--- src/rtl/linescanner_capture_sequencer.sv ---
// -----------------------------------------------------------------------------
// linescanner_capture_sequencer
//
// Purpose:
//   Drives the line-scan sensor exposure handshake and captures the sensor's
//   pixel stream.
//   - Exposure: rst_cvc low -> rst_cds low -> wait for ADC done -> sample
//     strobe -> release both resets.
//   - Capture: this path runs on its own, regardless of the sequencer state.
//     Pixels are registered while lval is high and tagged with their index
//     in the line. Line ends are counted, and a wrong line length is flagged.
//
// Ports:
//   main_clock_source  clock
//   n_reset            synchronous active-low reset
//   enable             sequence request
//   one_shot           1: one sequence per enable rising edge; 0: continuous
//   end_adc            sensor ADC-done
//   lval, data         sensor line-valid and pixel value
//   rst_cvc, rst_cds   sensor resets, active-low pulses
//   sample             sensor sample strobe
//   busy               sequence in progress
//   pixel_data         registered pixel value
//   pixel_valid        qualifier for pixel_data and pixel_index
//   pixel_index        index of pixel_data within its line
//   line_done          one-cycle pulse at the end of each line
//   line_count         number of completed lines (wraps)
//   length_error       sticky flag: a line ended with the wrong pixel count
// -----------------------------------------------------------------------------
module linescanner_capture_sequencer #(
  parameter int DATA_WIDTH         = 8,
  parameter int CLKS_PER_US        = 48,
  parameter int CDS_TO_SAMPLE_CLKS = 7,
  parameter int SAMPLE_HOLD_CLKS   = 48,
  parameter int RELEASE_CLKS       = 6,
  parameter int PIXELS_PER_LINE    = 1024,
  parameter int CNT_WIDTH          = 16
) (
  input  logic                  main_clock_source,
  input  logic                  n_reset,
  input  logic                  enable,
  input  logic                  one_shot,
  input  logic                  end_adc,
  input  logic                  lval,
  input  logic [DATA_WIDTH-1:0] data,
  output logic                  rst_cvc,
  output logic                  rst_cds,
  output logic                  sample,
  output logic                  busy,
  output logic [DATA_WIDTH-1:0] pixel_data,
  output logic                  pixel_valid,
  output logic [CNT_WIDTH-1:0]  pixel_index,
  output logic                  line_done,
  output logic [CNT_WIDTH-1:0]  line_count,
  output logic                  length_error
);

  typedef enum logic [2:0] {
    IDLE, CVC_LOW, CDS_LOW, WAIT_ADC, SAMPLE_HI, SAMPLE_LO, RELEASE
  } state_t;

  // Each timed state leaves when the counter reaches its last cycle.
  localparam logic [CNT_WIDTH-1:0] CVC_LAST    = CNT_WIDTH'(CLKS_PER_US - 1);
  localparam logic [CNT_WIDTH-1:0] CDS_LAST    = CNT_WIDTH'(CDS_TO_SAMPLE_CLKS - 1);
  localparam logic [CNT_WIDTH-1:0] SAMPLE_LAST = CNT_WIDTH'(SAMPLE_HOLD_CLKS - 1);
  localparam logic [CNT_WIDTH-1:0] REL_LAST    = CNT_WIDTH'(RELEASE_CLKS - 1);
  localparam logic [CNT_WIDTH-1:0] PIX_EXPECT  = CNT_WIDTH'(PIXELS_PER_LINE);

  state_t                 state_q, state_d;
  logic [CNT_WIDTH-1:0]   wait_cnt_q, wait_cnt_d;
  logic                   enable_prev_q;
  logic                   rst_cvc_q, rst_cvc_d;
  logic                   rst_cds_q, rst_cds_d;
  logic                   sample_q, sample_d;
  logic                   busy_q, busy_d;
  logic                   start;

  // ---------------- sequencer: next state and outputs ----------------
  always_comb begin
    state_d = state_q;
    start   = enable && (!one_shot || !enable_prev_q);

    case (state_q)
      IDLE:      if (start)                     state_d = CVC_LOW;
      CVC_LOW:   if (wait_cnt_q == CVC_LAST)    state_d = CDS_LOW;
      CDS_LOW:   if (wait_cnt_q == CDS_LAST)    state_d = WAIT_ADC;
      WAIT_ADC:  if (end_adc)                   state_d = SAMPLE_HI;
      SAMPLE_HI: if (wait_cnt_q == SAMPLE_LAST) state_d = SAMPLE_LO;
      SAMPLE_LO: if (wait_cnt_q == REL_LAST)    state_d = RELEASE;
      RELEASE:                                  state_d = IDLE;
      default:                                  state_d = IDLE;
    endcase

    // The shared wait counter restarts at zero whenever the state changes.
    wait_cnt_d = (state_d != state_q) ? '0 : wait_cnt_q + CNT_WIDTH'(1);

    // Outputs are decoded from the next state and then registered. This
    // way each output changes on the same edge that enters its state.
    rst_cvc_d = !(state_d inside {CVC_LOW, CDS_LOW, WAIT_ADC, SAMPLE_HI, SAMPLE_LO});
    rst_cds_d = !(state_d inside {CDS_LOW, WAIT_ADC, SAMPLE_HI, SAMPLE_LO});
    sample_d  = (state_d == SAMPLE_HI);
    busy_d    = (state_d != IDLE);
  end

  always_ff @(posedge main_clock_source) begin
    if (!n_reset) begin
      state_q       <= IDLE;
      wait_cnt_q    <= '0;
      enable_prev_q <= 1'b0;
      rst_cvc_q     <= 1'b1;
      rst_cds_q     <= 1'b1;
      sample_q      <= 1'b0;
      busy_q        <= 1'b0;
    end else begin
      state_q       <= state_d;
      wait_cnt_q    <= wait_cnt_d;
      enable_prev_q <= enable;
      rst_cvc_q     <= rst_cvc_d;
      rst_cds_q     <= rst_cds_d;
      sample_q      <= sample_d;
      busy_q        <= busy_d;
    end
  end

  // ---------------- pixel capture ----------------
  logic [CNT_WIDTH-1:0]  line_cnt_q;   // pixels seen so far in the current line
  logic                  lval_prev_q;
  logic [DATA_WIDTH-1:0] pixel_data_q;
  logic [CNT_WIDTH-1:0]  pixel_index_q;
  logic                  pixel_valid_q;
  logic                  line_done_q;
  logic [CNT_WIDTH-1:0]  line_count_q;
  logic                  length_error_q;

  always_ff @(posedge main_clock_source) begin
    if (!n_reset) begin
      line_cnt_q     <= '0;
      lval_prev_q    <= 1'b0;
      pixel_data_q   <= '0;
      pixel_index_q  <= '0;
      pixel_valid_q  <= 1'b0;
      line_done_q    <= 1'b0;
      line_count_q   <= '0;
      length_error_q <= 1'b0;
    end else begin
      lval_prev_q   <= lval;
      pixel_valid_q <= 1'b0;
      line_done_q   <= 1'b0;
      if (lval) begin
        pixel_data_q  <= data;
        pixel_index_q <= line_cnt_q;
        pixel_valid_q <= (line_cnt_q < PIX_EXPECT);
        // Saturate rather than wrap, so that a runaway line can never look
        // valid again or look correctly sized.
        if (line_cnt_q != '1)
          line_cnt_q <= line_cnt_q + CNT_WIDTH'(1);
      end else if (lval_prev_q) begin
        line_done_q  <= 1'b1;
        line_count_q <= line_count_q + CNT_WIDTH'(1);
        line_cnt_q   <= '0;
        if (line_cnt_q != PIX_EXPECT)
          length_error_q <= 1'b1;
      end
    end
  end

  assign rst_cvc      = rst_cvc_q;
  assign rst_cds      = rst_cds_q;
  assign sample       = sample_q;
  assign busy         = busy_q;
  assign pixel_data   = pixel_data_q;
  assign pixel_valid  = pixel_valid_q;
  assign pixel_index  = pixel_index_q;
  assign line_done    = line_done_q;
  assign line_count   = line_count_q;
  assign length_error = length_error_q;

endmodule

--- config.mk ---
export PLATFORM = sky130hd
export DESIGN_NAME = linescanner_capture_sequencer
export DESIGN_NICKNAME = d
export VERILOG_FILES = /design/src/rtl/linescanner_capture_sequencer.sv
export SDC_FILE = /design/constraint.sdc
export NUM_CORES = 1
export LEC_CHECK = 0
export ABC_AREA = 1
export CAP_MARGIN = 20
export CELL_PAD_IN_SITES_DETAIL_PLACEMENT = 2
export CELL_PAD_IN_SITES_GLOBAL_PLACEMENT = 2
export CORE_ASPECT_RATIO = 0.9
export CORE_MARGIN = 8
export CORE_UTILIZATION = 32
export CTS_BUF_LIST = sky130_fd_sc_hd__clkbuf_16
export CTS_CLUSTER_SIZE = 20
export DETAILED_ROUTE_END_ITERATION = 10
export MAX_ROUTING_LAYER = met4
export PLACE_DENSITY_LB_ADDON = 0.1
export SYNTH_ARGS = -nofsm -noshare
export SYNTH_HDL_FRONTEND = slang
export SYNTH_SLANG_ARGS = --single-unit
--- constraint.sdc ---
create_clock -name main_clock_source -period 3.1 [get_ports main_clock_source]
set_input_delay 0.31 -clock main_clock_source [delete_from_list [all_inputs] [get_ports main_clock_source]]
set_output_delay 0.31 -clock main_clock_source [all_outputs]
set_load 0.01 [all_outputs]
* After elaboration in Yosys (flattened, before gate mapping)
Index checks and enable logic that the tools add are counted.
** Storage, ports and cells
- Bits in registers :: 84
- Logic and storage cells :: 66
- Input port bits :: 14
- Output and inout bits :: 47
** Operators by class
- Mux-type cells :: 11
- Reduce and logical (&&, ||, !) cells :: 17
- Eq/ne operators :: 17
- Add/sub/neg operators :: 3
- Bitwise operators :: 2
- Order comparisons :: 1
** Operators with widths (number)
- adder 16 x 1 -> 16 bit, second input constant :: 3
- 2-to-1 mux 16 bit :: 3
- == test 16 x 3 -> 1 bit, second input constant :: 2
- 2-to-1 mux 3 bit :: 6
- case mux 3 bit (6 select lines) :: 1
- == test 16 x 6 -> 1 bit, second input constant :: 1
- < comparator 16 x 11 -> 1 bit, second input constant :: 1
- inequality test 16 x 11 -> 1 bit, second input constant :: 1
- inequality test 16 bit, second input constant :: 1
- == test 3 x 2 -> 1 bit, second input constant :: 4
- == test 3 bit, second input constant :: 4
- == test 3 x 1 -> 1 bit, second input constant :: 2
- AND reduction 2 bit :: 3
- nonzero test 5 bit :: 1
- logical NOT 1 bit :: 4
- nonzero test 4 bit :: 1
- OR reduction 2 bit :: 2
- logical NOT 3 bit :: 1
- inequality test 3 bit :: 1
- AND reduction 3 bit :: 1
- nonzero test 3 bit :: 1
- inequality test 2 x 1 -> 1 bit, second input constant :: 1
- NOT 1 bit :: 2
- nonzero test 2 bit :: 1
- 3 further kinds :: 3

* Longest topological paths before layout
- Word-level depth :: 8
- Depth in mapped cells :: 11
- Depth with buffers taken out :: 10

* Worst setup path after synthesis
OpenSTA, ideal clock, no wires.
- Kind :: register to register
- Start :: register line_count_q[1], in the netlist line_count[1]
- End :: register line_count_q[12], in the netlist line_count[12]
- Arrival time :: 1.453 ns
- Required time :: 2.981 ns
- Path slack :: 1.527 ns
- Buffers on the path :: 0
- Clock period less this slack :: 1.573 ns
- Cell stages (with the launch flop) :: 9
- Setup time :: 0.119 ns
- Path through :: dfxtp_1 > ha_1 > inv_1 > nor3_4 > nand3_1 > nor2_2 > nand2_1 > o21ai_0 > a21oi_1
** Between the ends
- Cells in the longest elaborated chain, start to end :: 1
** Ends and longest elaborated chain
- start: declaration :: RTL line 132 : logic [CNT_WIDTH-1:0] line_count_q;
- start signal: assignment :: RTL line 159 : line_count_q <= line_count_q + CNT_WIDTH'(1);
- adder 16 x 1 -> 16 bit :: RTL line 159
No other way between the ends.
A chain may end at the register's enable or synchronous reset.

* Final worst setup path
- Start :: input lval
- End :: register line_count_q[12], in the netlist line_count[12]
** Between the ends
- Cells in the longest elaborated chain, start to end :: 2
** Ends and longest elaborated chain
- start: declaration :: RTL line 44 : input logic lval,
- NOT 1 bit (no source line)
- AND reduction 2 bit (no source line)
No other way between the ends.

==> results by group <==
Outcome
  – Outcome: finished clean

Critical path
  – Startpoint Class: input port
  – CP Cell Sequence: clkdlybuf4s50_1, clkinv_2, nand2_4, nor3_4, nand3_1, nor2_2, nand2_1, o21ai_0, a21oi_1
  – Worst setup EP type: flip-flop
  – WP data arrival: 2.51 ns
  – Setup Crit Path Kind: in2reg
  – Crit-path slowest cell: clkdlybuf4s50_1
  – Largest stage delay, worst path: 0.71 ns
  – CP Max Fanout: 15
  – Required time of the critical path: 3.33 ns

Routing
  – Post-route ant nets: 0
  – Pre-antenna DRT Iters: 4
  – Routed wire length: 12700 µm
  – Drc violations: 0
  – Iteration-0 DRC Markers: 217
  – Via count: 3702
  – Routed len/inst: 17.2 µm
  – Vias per inst: 5.01

Clock network
  – Total CTS buffers: 9
  – Clock latency on the worst-skew pair: 0.34 ns
  – Post-cts sizing count: 0
  – CTS H-Tree Depth: 3
  – CTS Hold Bufs: 0
  – Bufs on Longest Clock Path: 2
  – Setup bufs post-CTS: 0
  – TritonCTS clock tree: built
  – CTS root buf: clkbuf_16
  – CTS Sinks: 84
  – Worst-path clk slew: 0.06 ns

Logic synthesis
  – Cells after synthesis: 517
  – Number of distinct library cells after synthesis: 34
  – Syn Nets: 537
  – Sequential share of the synthesized area: 44.1%
  – #FFs+latches synth: 84
  – Synth Area per Inst: 7.37 µm²
  – Cell area after synthesis: 0.00381 mm²
  – Yosys warnings: 0

STA
  – RSZ-0062 raised after global routing: no
  – Final setup viols: 0
  – Slew Limit Fails: 0
  – Measured slew at the worst slew-check pin: 0.771 ns
  – Final number of hold-violating endpoints: 0
  – Min cycle time layout: 2.28 ns
  – Final period utilization: 73.5%
  – Final Skew: 0.00333 ns
  – Fmax: 0.439 GHz
  – Setup tns final: 0 ns
  – Rel. slew slack: 48.2%

GRT
  – Grt ovf: 0
  – First-pass GRT wire length: 21100 µm
  – Total track usage: 17.6%
  – Initial antenna violation count: 0
  – Largest net degree at the start of global routing: 23
  – Number of global-route vias before repair: 4072

Run
  – Max Cap Viol: 0

Floorplan
  – Row cnt: 37
  – I/O pins: 61
  – Die W: 131 µm
  – Initial Util: 33.1%
  – Die Area: 0.0157 mm²
  – Die H: 120 µm
  – Core area: 0.0115 mm²

Placed design
  – Placed Area: 0.00456 mm²
  – Gpl congestion: 0.851
  – Post-DP HPWL: 9280 µm
  – Port Buf Inserts: 60

Layout
  – Layout cell share with drive strength beyond 1: 8.58%
  – Filler cell count: 1334
  – Commonest non-fill, non-tap cell in the layout: nand2_1
  – Antenna Cells: 0
  – Commonest cells after routing, fill and taps aside: nand2_1 (107), dfxtp_1 (84), clkdlybuf4s50_1 (60), nor2_1 (57), nand3_1 (54)
  – Area Overhead vs Synth: 30.0%
  – Fin area: 0.00495 mm²
  – Fin nets: 598

Pwr
  – Leak pwr: 1.81 nW
  – Max rail drop VDD: 0.285 mV
  – Pwr/cell area: 540 mW/mm²

Worst hold path
  – HP Class: reg2reg
[worst max-delay path: cells and delay by family]
family	cells	cell delay, ns
AOI/OAI and AO/OA	2	0.25
buffers and inverters	2	1.07
and+or+nand+nor	5	0.88
[through the flow]
stage	utilization, %	total power, W	worst slack (ns)	instances	hold slack, ns
after detailed placement	39.6	0.00129	0.472	723	0.464
after floorplan	-	0.00122	1.53	517	0.403
final	43.0	0.00267	0.822	739	0.470
after global routing	43.0	0.00277	0.669	739	0.503
after CTS	43.0	0.00271	0.813	739	0.476
after global placement	39.6	0.00129	0.694	723	0.458
[state kept, by name, summed over array words and instances (netlist names)]
name and count:
line_cnt_q 16, rst_cvc 1, rst_cds 1, line_count 16
state_q 3, length_error 1, enable_prev_q 1, pixel_valid 1
line_done 1, pixel_index 16, busy 1, pixel_data 8
wait_cnt_q 16, lval_prev_q 1, sample 1
[routing by layer]
layer	vias to the layer above	wire length [µm]	track usage (%)
met3	19	428	3.90
met4	0	205	5.95
met5	-	0	-
met1	1830	5500	19.7
li1	1797	-	-
met2	56	6570	30.1
[Yosys cell counts]
master,instances,area share [%]
nand2_1,107,11
dfxtp_1,84,44
nor2_1,57,5.6
nand3_1,54,7.1
inv_1,52,5.1
a21oi_1,32,4.2
o21ai_0,29,3.8
nor2_2,16,2.6
nand4_1,15,2.5
clkbuf_1,10,0.99
nor3_1,10,1.3
xor2_1,8,1.8
xnor2_1,7,1.6
ha_1,6,2.0
nand3_2,4,1.1
nor2_4,3,0.89
buf_6,2,0.59
nand2_2,2,0.33
nor4_1,2,0.33
o21ai_2,2,0.46
o21bai_1,2,0.39
a22o_1,1,0.23
a31oi_1,1,0.16
and2_1,1,0.16
buf_2,1,0.13
buf_4,1,0.20
clkinv_2,1,0.13
inv_2,1,0.098
nand2_4,1,0.30
nand3b_1,1,0.20
nor3_4,1,0.43
nor3b_1,1,0.20
o211ai_1,1,0.20
o21a_1,1,0.20
[where the power goes]
group	switching (W)	leakage, nW	internal [W]	total [W]
logic	0.0000908	0.944	0.0000586	0.000149
clock network	0.000461	0.187	0.000949	0.00141
registers	0.0000160	0.681	0.00110	0.00112
[logic make-up (layout without fill, tap and decap cells)]
family | after synthesis | count (layout) | synth area share (%)
xor+xnor | 15 | 15 | 3.45
buf+inv | 68 | 134 | 7.26
flops | 84 | 84 | 44.1
simple gates | 275 | 275 | 33.5
fa+ha+maj | 6 | 6 | 1.97
compound gates | 69 | 69 | 9.66
[worst paths after layout]
path,start,cells after the start,to,slack (ns)
setup / recovery,lval,9,line_count[12],0.82
hold reg to reg,line_count[12],2,line_count[12],0.47
setup reg to reg,line_cnt_q[0],9,line_cnt_q[3],1.02
hold / removal,line_count[12],2,line_count[12],0.47
[layout make-up]
| type | count | area, µm² | share of cell area [%] |
|---|---|---|---|
| clock buffer | 9 | 225 | 4.55 |
| multi-input combinational | 365 | 1850 | 37.4 |
| sequential | 84 | 1680 | 34.0 |
| inverter | 54 | 204 | 4.12 |
| timing repair buffer | 64 | 631 | 12.7 |
| clock inverter | 7 | 163 | 3.29 |
| tap | 156 | 195 | 3.94 |
Note: power is estimated with default switching activity, not from simulation.
